File: config.mk
export PLATFORM = sky130hd
export DESIGN_NAME = imm_extend_pipe
export DESIGN_NICKNAME = d
export VERILOG_FILES = /design/src/rtl/imm_extend_pipe.sv
export SDC_FILE = /design/constraint.sdc
export NUM_CORES = 1
export LEC_CHECK = 0
export CAP_MARGIN = 0
export CORE_MARGIN = 2
export CORE_UTILIZATION = 42
export DETAILED_ROUTE_END_ITERATION = 10
export PLACE_DENSITY_LB_ADDON = 0.05
export SKIP_CTS_REPAIR_TIMING = 1
export SYNTH_ARGS = -nofsm -noshare
export SYNTH_HDL_FRONTEND = slang
export SYNTH_SLANG_ARGS = --single-unit
export TNS_END_PERCENT = 1
File: constraint.sdc
create_clock -name clk -period 2.01 [get_ports clk]
set_clock_uncertainty 0.15 [all_clocks]
set_input_delay 0.5025 -clock clk [delete_from_list [all_inputs] [get_ports clk]]
set_output_delay 0.5025 -clock clk [all_outputs]
set_load 0.02 [all_outputs]
File: src/rtl/imm_extend_pipe.sv
// Immediate decoder/extender followed by a PIPE_DEPTH-stage register pipe from D to E.
// Optional reserved-format detector is compiled in with IMM_EXTEND_ILLEGAL_DETECT_EN.
module imm_extend_pipe #(
  parameter int unsigned XLEN       = 32,
  parameter int unsigned PIPE_DEPTH = 1
) (
  input  logic            clk,
  input  logic            reset,
  input  logic [31:0]     InstrD,
  input  logic [2:0]      ImmSrcD,
  input  logic            ValidD,
  input  logic            StallE,
  input  logic            FlushE,
  output logic [XLEN-1:0] ImmExtE,
  output logic            ValidE,
  output logic            IllegalE
);

  logic signed [11:0] imm_i, imm_s;
  logic signed [12:0] imm_b;
  logic signed [31:0] imm_u;
  logic signed [20:0] imm_j;
  logic [4:0]         imm_z;
  logic [XLEN-1:0]    imm_dec;
  logic               unused_opcode;

  assign imm_i = InstrD[31:20];
  assign imm_s = {InstrD[31:25], InstrD[11:7]};
  assign imm_b = {InstrD[31], InstrD[7], InstrD[30:25], InstrD[11:8], 1'b0};
  assign imm_u = {InstrD[31:12], 12'b0};
  assign imm_j = {InstrD[31], InstrD[19:12], InstrD[20], InstrD[30:21], 1'b0};
  assign imm_z = InstrD[19:15];
  assign unused_opcode = ^InstrD[6:0];

  // Size casts of signed operands sign-extend to XLEN; imm_z is unsigned so it zero-extends.
  always_comb begin
    imm_dec = '0;
    case (ImmSrcD)
      3'b000:  imm_dec = XLEN'(imm_i);
      3'b001:  imm_dec = XLEN'(imm_s);
      3'b010:  imm_dec = XLEN'(imm_b);
      3'b011:  imm_dec = XLEN'(imm_u);
      3'b100:  imm_dec = XLEN'(imm_j);
      3'b101:  imm_dec = XLEN'(imm_z);
      default: imm_dec = '0;
    endcase
  end

  logic [PIPE_DEPTH-1:0][XLEN-1:0] data_q, data_d;
  logic [PIPE_DEPTH-1:0]           valid_q, valid_d;

  // Flush beats stall; a stalled pipe ignores the D-stage input entirely.
  always_comb begin
    data_d  = data_q;
    valid_d = valid_q;
    if (FlushE) begin
      data_d  = '0;
      valid_d = '0;
    end else if (!StallE) begin
      data_d[0]  = ValidD ? imm_dec : '0;
      valid_d[0] = ValidD;
      for (int i = 1; i < PIPE_DEPTH; i++) begin
        data_d[i]  = data_q[i-1];
        valid_d[i] = valid_q[i-1];
      end
    end
  end

  always_ff @(posedge clk or posedge reset) begin
    if (reset) begin
      data_q  <= '0;
      valid_q <= '0;
    end else begin
      data_q  <= data_d;
      valid_q <= valid_d;
    end
  end

  assign ImmExtE = data_q[PIPE_DEPTH-1];
  assign ValidE  = valid_q[PIPE_DEPTH-1];

`ifdef IMM_EXTEND_ILLEGAL_DETECT_EN
  logic [PIPE_DEPTH-1:0] illegal_q, illegal_d;

  always_comb begin
    illegal_d = illegal_q;
    if (FlushE) begin
      illegal_d = '0;
    end else if (!StallE) begin
      illegal_d[0] = ValidD & ImmSrcD[2] & ImmSrcD[1];
      for (int i = 1; i < PIPE_DEPTH; i++) begin
        illegal_d[i] = illegal_q[i-1];
      end
    end
  end

  always_ff @(posedge clk or posedge reset) begin
    if (reset) begin
      illegal_q <= '0;
    end else begin
      illegal_q <= illegal_d;
    end
  end

  assign IllegalE = illegal_q[PIPE_DEPTH-1];
`else
  assign IllegalE = 1'b0;
`endif

endmodule

## After elaboration in Yosys (flattened, before gate mapping)

Index checks and enable logic that the tools add are counted.

| storage, ports and cells | value |
|---|---|
| register bits | 33 |
| bits of input ports | 40 |
| output and inout bits | 34 |
| word-level logic and storage cells | 15 |

| cells by class | value |
|---|---|
| equality and inequality tests | 6 |
| multiplexer cells | 6 |
| reduce and logical (&&, ||, !) cells | 1 |

Operators with widths:

| operator | count |
|---|---|
| one-hot mux 32 bit (6 select lines) | 1 |
| 2-to-1 mux 32 bit | 3 |
| equality test 3 x 2 -> 1 bit, second input constant | 2 |
| equality test 3 bit, second input constant | 2 |
| equality test 3 x 1 -> 1 bit, second input constant | 1 |
| logical NOT 3 bit | 1 |
| 2-to-1 mux 1 bit | 2 |
| != test 2 x 1 -> 1 bit, second input constant | 1 |

## Longest topological paths before layout

Gate-level depths: netlist of the first run.

| logic depth | value |
|---|---|
| word-level depth | 5 |
| depth in mapped cells | 6 |
| depth with buffers taken out | 4 |

## Worst setup path after synthesis of the first run

OpenSTA, ideal clock, no wires.

| timing path | value |
|---|---|
| path kind | in2reg |
| start | input FlushE |
| end | register data_q, in the netlist ImmExtE[20] |
| library setup time | 67 ps |
| data arrival time | 1,684 ps |
| required time | 1,793 ps |
| slack | 110 ps |
| stages on the path | 5 |
| buffers on the path | 1 |
| cell sequence | or3b_4 a21o_4 or3b_4 buf_6 nand2_1 |

| on the way | value |
|---|---|
| word-level cells in the longest chain between the ends | 1 |
| elaborated cells between the ends (all ways) | 2 |
| those cells by class | eq/ne (1); mux (1) |

RTL lines:

| what | line | text |
|---|---|---|
| start, declared | 13 | `input logic FlushE,` |
| != test 2 x 1 -> 1 bit (no line) or 2-to-1 mux 32 bit (tied branches) | n/a |  |
| end signal, assigned | 74 | `data_q <= data_d;` |
| end, declared | 49 | `logic [PIPE_DEPTH-1:0][XLEN-1:0] data_q, data_d;` |

Parallel ways exist; a longest one is shown, timed or not.
A chain may end at the register's enable or synchronous reset.

## Worst setup path in the final report of the first run

| timing path | value |
|---|---|
| start | input ValidD |
| end | register data_q, in the netlist ImmExtE[27] |

| on the way | value |
|---|---|
| word-level cells in the longest chain between the ends | 3 |

RTL lines:

| what | line | text |
|---|---|---|
| start, declared | 11 | `input logic ValidD,` |
| 2-to-1 mux 32 bit | 60 | `data_d[0] = ValidD ? imm_dec : '0;` |
| 2-to-1 mux 32 bit | 59 | `end else if (!StallE) begin` |
| 2-to-1 mux 32 bit | 56 | `if (FlushE) begin` |

No other way between the ends. The select of a mux whose other input is x is not followed.

==> summary.txt, run 1 <==
Cells and area
  • Commonest non-fill, non-tap cell in the layout: clkdlybuf4s50_1
  • Design area: 2420 um2
  • Share of layout cells above drive strength 1: 15.1%
  • Area grow syn2layout: 65.4%
  • Most frequent cells in the layout: 39 x clkdlybuf4s50_1, 33 x dfrtp_1, 26 x dlymetal6s2s_1
  • Net count, final: 251
  • Antenna Cells: 0
  • Final design utilization: 72.4%
  • Fillers: 267

Drt
  • 1st-pass router iterations: 6
  • Detailed Route WL: 4080 um
  • WL/cell: 15.8 um
  • Antenna Nets Post-Route: 0
  • DR iter-0 viols: 71
  • Vias per inst: 5.26
  • # DRC: 0
  • Total number of vias: 1358

Global route
  • Largest net degree at the start of global routing: 34
  • First-pass GRT wire length: 6760 um
  • Initial antenna violation count: 0
  • Vias in the first global route: 1396
  • Grt total ovfl: 0
  • GRT Total Usage: 22.0%

Timing
  • Slew Viols, Final: 0
  • Tcrit/Tclk final: 99.4%
  • Final setup vio count: 0
  • Post-layout minimum cycle time: 2.00 ns
  • RSZ-0062 raised after global routing: yes
  • Final hold vios: 0
  • Final setup margin: 0.0114 ns
  • Fmax: 500 MHz

Synthesis
  • Synthesized Nets: 170
  • Predominant post-synthesis flop cell: dfrtp_1
  • Simple-gate share of the synthesized area: 14.4%
  • Asr flop ratio synth: 100%
  • Post-synthesis compound-gate area fraction: 22.9%
  • Seq/Total Area, Yosys: 56.5%
  • Post-synthesis xor/xnor area fraction: 0.599%
  • Main combinational cell family by area after synthesis: compound AO/OA/AOI/OAI gates
  • Multiplexer share of the synthesized area: 1.37%
  • Adder-cell share of the synthesized area: 0.685%
  • Synth Cell Area: 1460 um2
  • Mean Syn Cell Area: 11.2 um2
  • Synth Register Bits: 33
  • EDFF count, synth: 0
  • Mapped Cells: 130
  • Syn. warnings: 0
  • Netlist cell types: 31

CTS
  • CTS Sinks: 33
  • H-tree depth: 2
  • Clock buffer depth: 2
  • CTS buffer count: 5
  • TritonCTS clock tree: built
  • Clock Tree Root: clkbuf_4
  • Clock Latency Late Sink: 0.33 ns
  • Reg clk slew, reported paths: 0.10 ns

Placement
  • Port bufs: 65
  • Placer Congestion: 0.794
  • DPL Wire Length: 3000 um
  • Placed instance area: 2260 um2
  • Place WS: -0.394 ns

Worst hold path
  • Hold Startpoint: ImmExtE[11]
  • Hold Crit Depth: 2
  • Hold Path Sink: ImmExtE[11]
  • Min-delay worst type: reg -> reg

Worst setup path
  • CP dominant cell by count: or3b_4
  • Reg2Reg Setup Slack: 1.03 ns
  • CP max-delay cell: clkdlybuf4s50_1
  • CP max FO: 11
  • Family with the most delay on the worst path: simple AND/OR/NAND/NOR gates
  • CP arrival: 2.12 ns
  • Max incr delay on CP: 0.48 ns
  • Worst Reg2Reg Path Length in Cells: 1
  • Worst r2r src: ImmExtE[13]
  • CP Capture Type: flip-flop
  • Worst Path Buf+Inv: 1
  • Worst path cell trace: clkdlybuf4s50_1, or3b_4, a21o_4, or3b_4, nand2_1
  • Startpoint types: input port
  • Critical Path RT: 2.14 ns
  • Worst setup path category: in -> reg
  • FF-to-FF End: ImmExtE[13]

Floorplanning
  • IO Count: 74
  • Initial core utilization: 43.8%
  • Core area: 3340 um2
  • Site row count: 21
  • Die area: 3970 um2
  • Die Width: 63.0 um
  • Die height: 63.0 um

Outcome
  • Status: finished clean

Pwr
  • VDD IR max: 0.531 mV
  • Leakage power: 1.52 nW
  • Tot Pwr: 1.46 mW
  • Power Density: 606 nW/um2

Job
  • Maxcap violations: 0
-- where the power goes --
part           total (mW)  switching, mW  internal (mW)
Combinational       0.250          0.116          0.133
Clock               0.522          0.225          0.297
Sequential          0.692         0.0102          0.682
-- layout make-up --
class | count | area [um2] | area share (%)
clock buffer | 7 | 55.1 | 2.28
clock inverter | 1 | 30.0 | 1.24
inverter | 1 | 3.75 | 0.155
multi-input combinational | 87 | 594 | 24.6
sequential | 33 | 826 | 34.2
tap | 46 | 57.6 | 2.38
timing repair buffer | 83 | 851 | 35.2
-- flip-flops by register name (all words and copies together) (netlist names) --
name	flops
ValidE	1
ImmExtE	32
-- Yosys cell counts (2+ instances only) --
cell type	n	area share (%)
mux2i_1	2	1.4
clkbuf_1	6	1.5
a221o_1	8	5.5
a221oi_1	4	2.4
dfrtp_1	33	57
o21ai_0	7	2.4
a22o_1	7	4.2
nand2_1	20	5.1
or3b_4	2	1.5
nor3b_1	4	2.1
nand2b_1	2	0.86
a22oi_1	11	5.7
a21oi_1	2	0.68
nor2_1	5	1.3
-- logic make-up after synthesis --
| family | after synthesis |
|---|---|
| adders and majority gates | 1 |
| AOI/OAI and AO/OA | 42 |
| buffers and inverters | 10 |
| other | 1 |
| and+or+nand+nor | 40 |
| xor gates and xnor gates | 1 |
| muxes | 2 |
| DFF | 33 |
-- how the worst max path moves through the flow --
stage / cells past startpoint / startpoint / slack, ns / to
floorplan: 5 / FlushE / 0.11 / ImmExtE[20]
global placement: 5 / ValidD / -0.34 / ImmExtE[15]
detailed placement: 5 / ValidD / -0.39 / ImmExtE[13]
CTS: 5 / ValidD / -0.04 / ImmExtE[13]
global route: 1 / ImmExtE[24] / -0.002 / ImmExtE[24]
finish: 5 / ValidD / 0.01 / ImmExtE[27]
-- stage by stage --
stage	instances	hold slack, ns	TNS, ns
6_report	258	0.352	0
4_1_cts	258	0.353	-0.241
3_5_place_dp	250	0.325	-8.64
5_1_grt	258	0.385	-0.00420
3_3_place_gp	250	0.322	-7.49
2_1_floorplan	130	0.416	0
-- routing by layer --
layer  up-vias  share of wire, %  GRT usage, %
li1        649                 -             -
met1       661                43          28.6
met2        42                51          35.1
met3         6               5.5          6.85
met4         0              0.98          6.94
met5         -                 0             0
(Power assumes the default switching activity.)
==> inputs of run 2 (changes only) <==
==> constraint.sdc (replaced) <==
create_clock -name clk -period 2.6 [get_ports clk]
set_clock_uncertainty 0.15 [all_clocks]
set_input_delay 0.65 -clock clk [delete_from_list [all_inputs] [get_ports clk]]
set_output_delay 0.65 -clock clk [all_outputs]
set_load 0.02 [all_outputs]
==> summary.txt, run 2 (same netlist as run 1, synthesis figures left out) <==
Worst setup path
  • Worst path cell trace: clkdlybuf4s50_1, nand2_1, o22a_1, nor2_1, a221o_1
  • Worst setup path category: in -> reg
  • CP max-delay cell: clkdlybuf4s50_1
  • CP Capture Type: flip-flop
  • Reg2Reg Setup Slack: 1.62 ns (+0.59 ns)
  • Family with the most delay on the worst path: buffers and inverters
  • Worst Path Buf+Inv: 1 (unchanged)
  • Worst setup path start: ImmSrcD[1]
  • CP arrival: 2.40 ns (+0.28 ns)
  • Critical Path RT: 2.72 ns (+0.58 ns)
  • Startpoint types: input port
  • CP max FO: 11 (unchanged)
  • Worst r2r src: ImmExtE[17]
  • FF-to-FF End: ImmExtE[17]
  • Max incr delay on CP: 0.72 ns (+0.24 ns)
  • Crit path depth: 5 (unchanged)
  • Worst setup path endpoint: ImmExtE[16]
  • Worst Reg2Reg Path Length in Cells: 1 (unchanged)

CTS
  • CTS buffer count: 5 (unchanged)
  • Reg clk slew, reported paths: 0.09 ns (about the same)
  • H-tree depth: 2 (unchanged)
  • CTS Sinks: 33 (unchanged)
  • TritonCTS clock tree: built
  • Clock Tree Root: clkbuf_4
  • Clock buffer depth: 2 (unchanged)
  • Clock Latency Late Sink: 0.33 ns (about the same)

Pwr
  • VDD IR max: 0.269 mV (-49%)
  • Tot Pwr: 0.987 mW (-33%)
  • Leakage power: 1.00 nW (-34%)
  • Power Density: 440 nW/um2 (-27%)

Cells and area
  • Reg area: 826 um2 (unchanged)
  • Antenna Cells: 0 (unchanged)
  • Net count, final: 242 (-3.6%)
  • Max FFs per register: 32 (unchanged)
  • Area grow syn2layout: 53.7%
  • Most frequent cells in the layout: 65 x clkdlybuf4s50_1, 33 x dfrtp_1, 20 x nand2_1
  • Fillers: 279 (+4.5%)
  • Multi-input gate area: 589 um2 (-0.84%)
  • Commonest non-fill, non-tap cell in the layout: clkdlybuf4s50_1
  • Share of layout cells above drive strength 1: 10.3% (-4.7 points)

Floorplanning
  • Die Width: 63.0 um (unchanged)
  • Core area: 3340 um2 (unchanged)
  • Die area: 3970 um2 (unchanged)
  • Site row count: 21 (unchanged)
  • IO Count: 74 (unchanged)
  • Initial core utilization: 43.8% (unchanged)
  • Die height: 63.0 um (unchanged)

Timing
  • Post-layout minimum cycle time: 2.28 ns
  • Final hold vios: 0 (unchanged)
  • RSZ-0062 raised after global routing: no
  • Setup TNS: 0 ns (unchanged)
  • Fmax: 439 MHz
  • Slew @ Worst Pin: 0.536 ns
  • Final setup vio count: 0 (unchanged)
  • Tcrit/Tclk final: 87.6%
  • Slew headroom: 64.1%
  • Slew Viols, Final: 0 (unchanged)

Global route
  • Grt total ovfl: 0 (unchanged)
  • Vias in the first global route: 1341 (-3.9%)
  • First-pass GRT wire length: 6510 um (-3.8%)
  • GRT Total Usage: 21.3% (-0.71 points)
  • Initial antenna violation count: 0 (unchanged)
  • Largest net degree at the start of global routing: 34 (unchanged)

Placement
  • Placer Congestion: 0.742 (-6.5%)
  • Port bufs: 65 (unchanged)
  • DPL Wire Length: 2900 um (-3.4%)

Drt
  • Total number of vias: 1358 (unchanged)
  • Antenna Nets Post-Route: 0 (unchanged)
  • # DRC: 0 (unchanged)
  • Vias per inst: 5.45 (+3.6%)
  • 1st-pass router iterations: 4 (-2)
  • DR iter-0 viols: 72 (+1.4%)
  • Detailed Route WL: 3990 um (-2.3%)
  • WL/cell: 16.0 um (+1.3%)

Job
  • Maxcap violations: 0 (unchanged)

Worst hold path
  • Min-delay worst type: reg -> reg

Outcome
  • Status: finished clean
run 2: cell types whose count changed in the layout (fill, tap and decap cells not counted), moves of 2 or more:
cell	previous run	this run
clkdlybuf4s50_1	39	65
clkinv_2	0	2
buf_4	18	9
dlymetal6s2s_1	26	0
run 2: worst min path at each step:
stage                start     endpoint  slack [ns]  depth (start not counted)
2_1_floorplan  ImmExtE[11]  ImmExtE[11]        0.44                          2
3_3_place_gp    ImmExtE[1]   ImmExtE[1]        0.32                          2
3_5_place_dp    ImmExtE[1]   ImmExtE[1]        0.33                          2
4_1_cts         ImmExtE[1]   ImmExtE[1]        0.35                          2
5_1_grt        ImmExtE[19]  ImmExtE[19]        0.39                          1
6_report        ImmExtE[1]   ImmExtE[1]        0.35                          2
run 2: stage by stage:
step	hold slack (ns)	instances	util [%]	cell area (um2)	setup slack, ns
2_1_floorplan	0.440	130	-	1460	0.552
3_3_place_gp	0.322	241	65.8	2190	0.0636
3_5_place_dp	0.325	241	65.8	2190	-0.0258
4_1_cts	0.346	249	67.3	2250	0.340
5_1_grt	0.390	249	67.3	2250	0.211
6_report	0.345	249	67.3	2250	0.323
run 2: layout make-up:
| type | instances | area share (%) |
|---|---|---|
| Multi-Input combinational cell | 87 | 26.2 |
| Sequential cell | 33 | 36.8 |
| Clock inverter | 2 | 0.446 |
| Clock buffer | 6 | 1.84 |
| Timing Repair Buffer | 74 | 32.0 |
| Tap cell | 46 | 2.56 |
| Inverter | 1 | 0.167 |
run 2: report_power, final:
| group | total [mW] | internal [mW] | switching [mW] |
|---|---|---|---|
| combinational | 0.185 | 0.0969 | 0.0881 |
| clock | 0.267 | 0.103 | 0.164 |
| sequential | 0.535 | 0.527 | 0.00810 |
| total | 0.987 | 0.727 | 0.260 |
run 2: layer usage:
layer / share of wire (%) / GRT usage [%]
met1: 41 / 26.1
met2: 51 / 35.2
met3: 5.4 / 5.23
met4: 1.9 / 10.0
met5: 0 / 0
run 2: tightest hold or removal path: cells and delay by family (launching register included):
family / cells / cell delay (ns)
AOI/OAI and AO/OA: 1 / 0.06
DFF: 1 / 0.35
and+or+nand+nor: 1 / 0.04
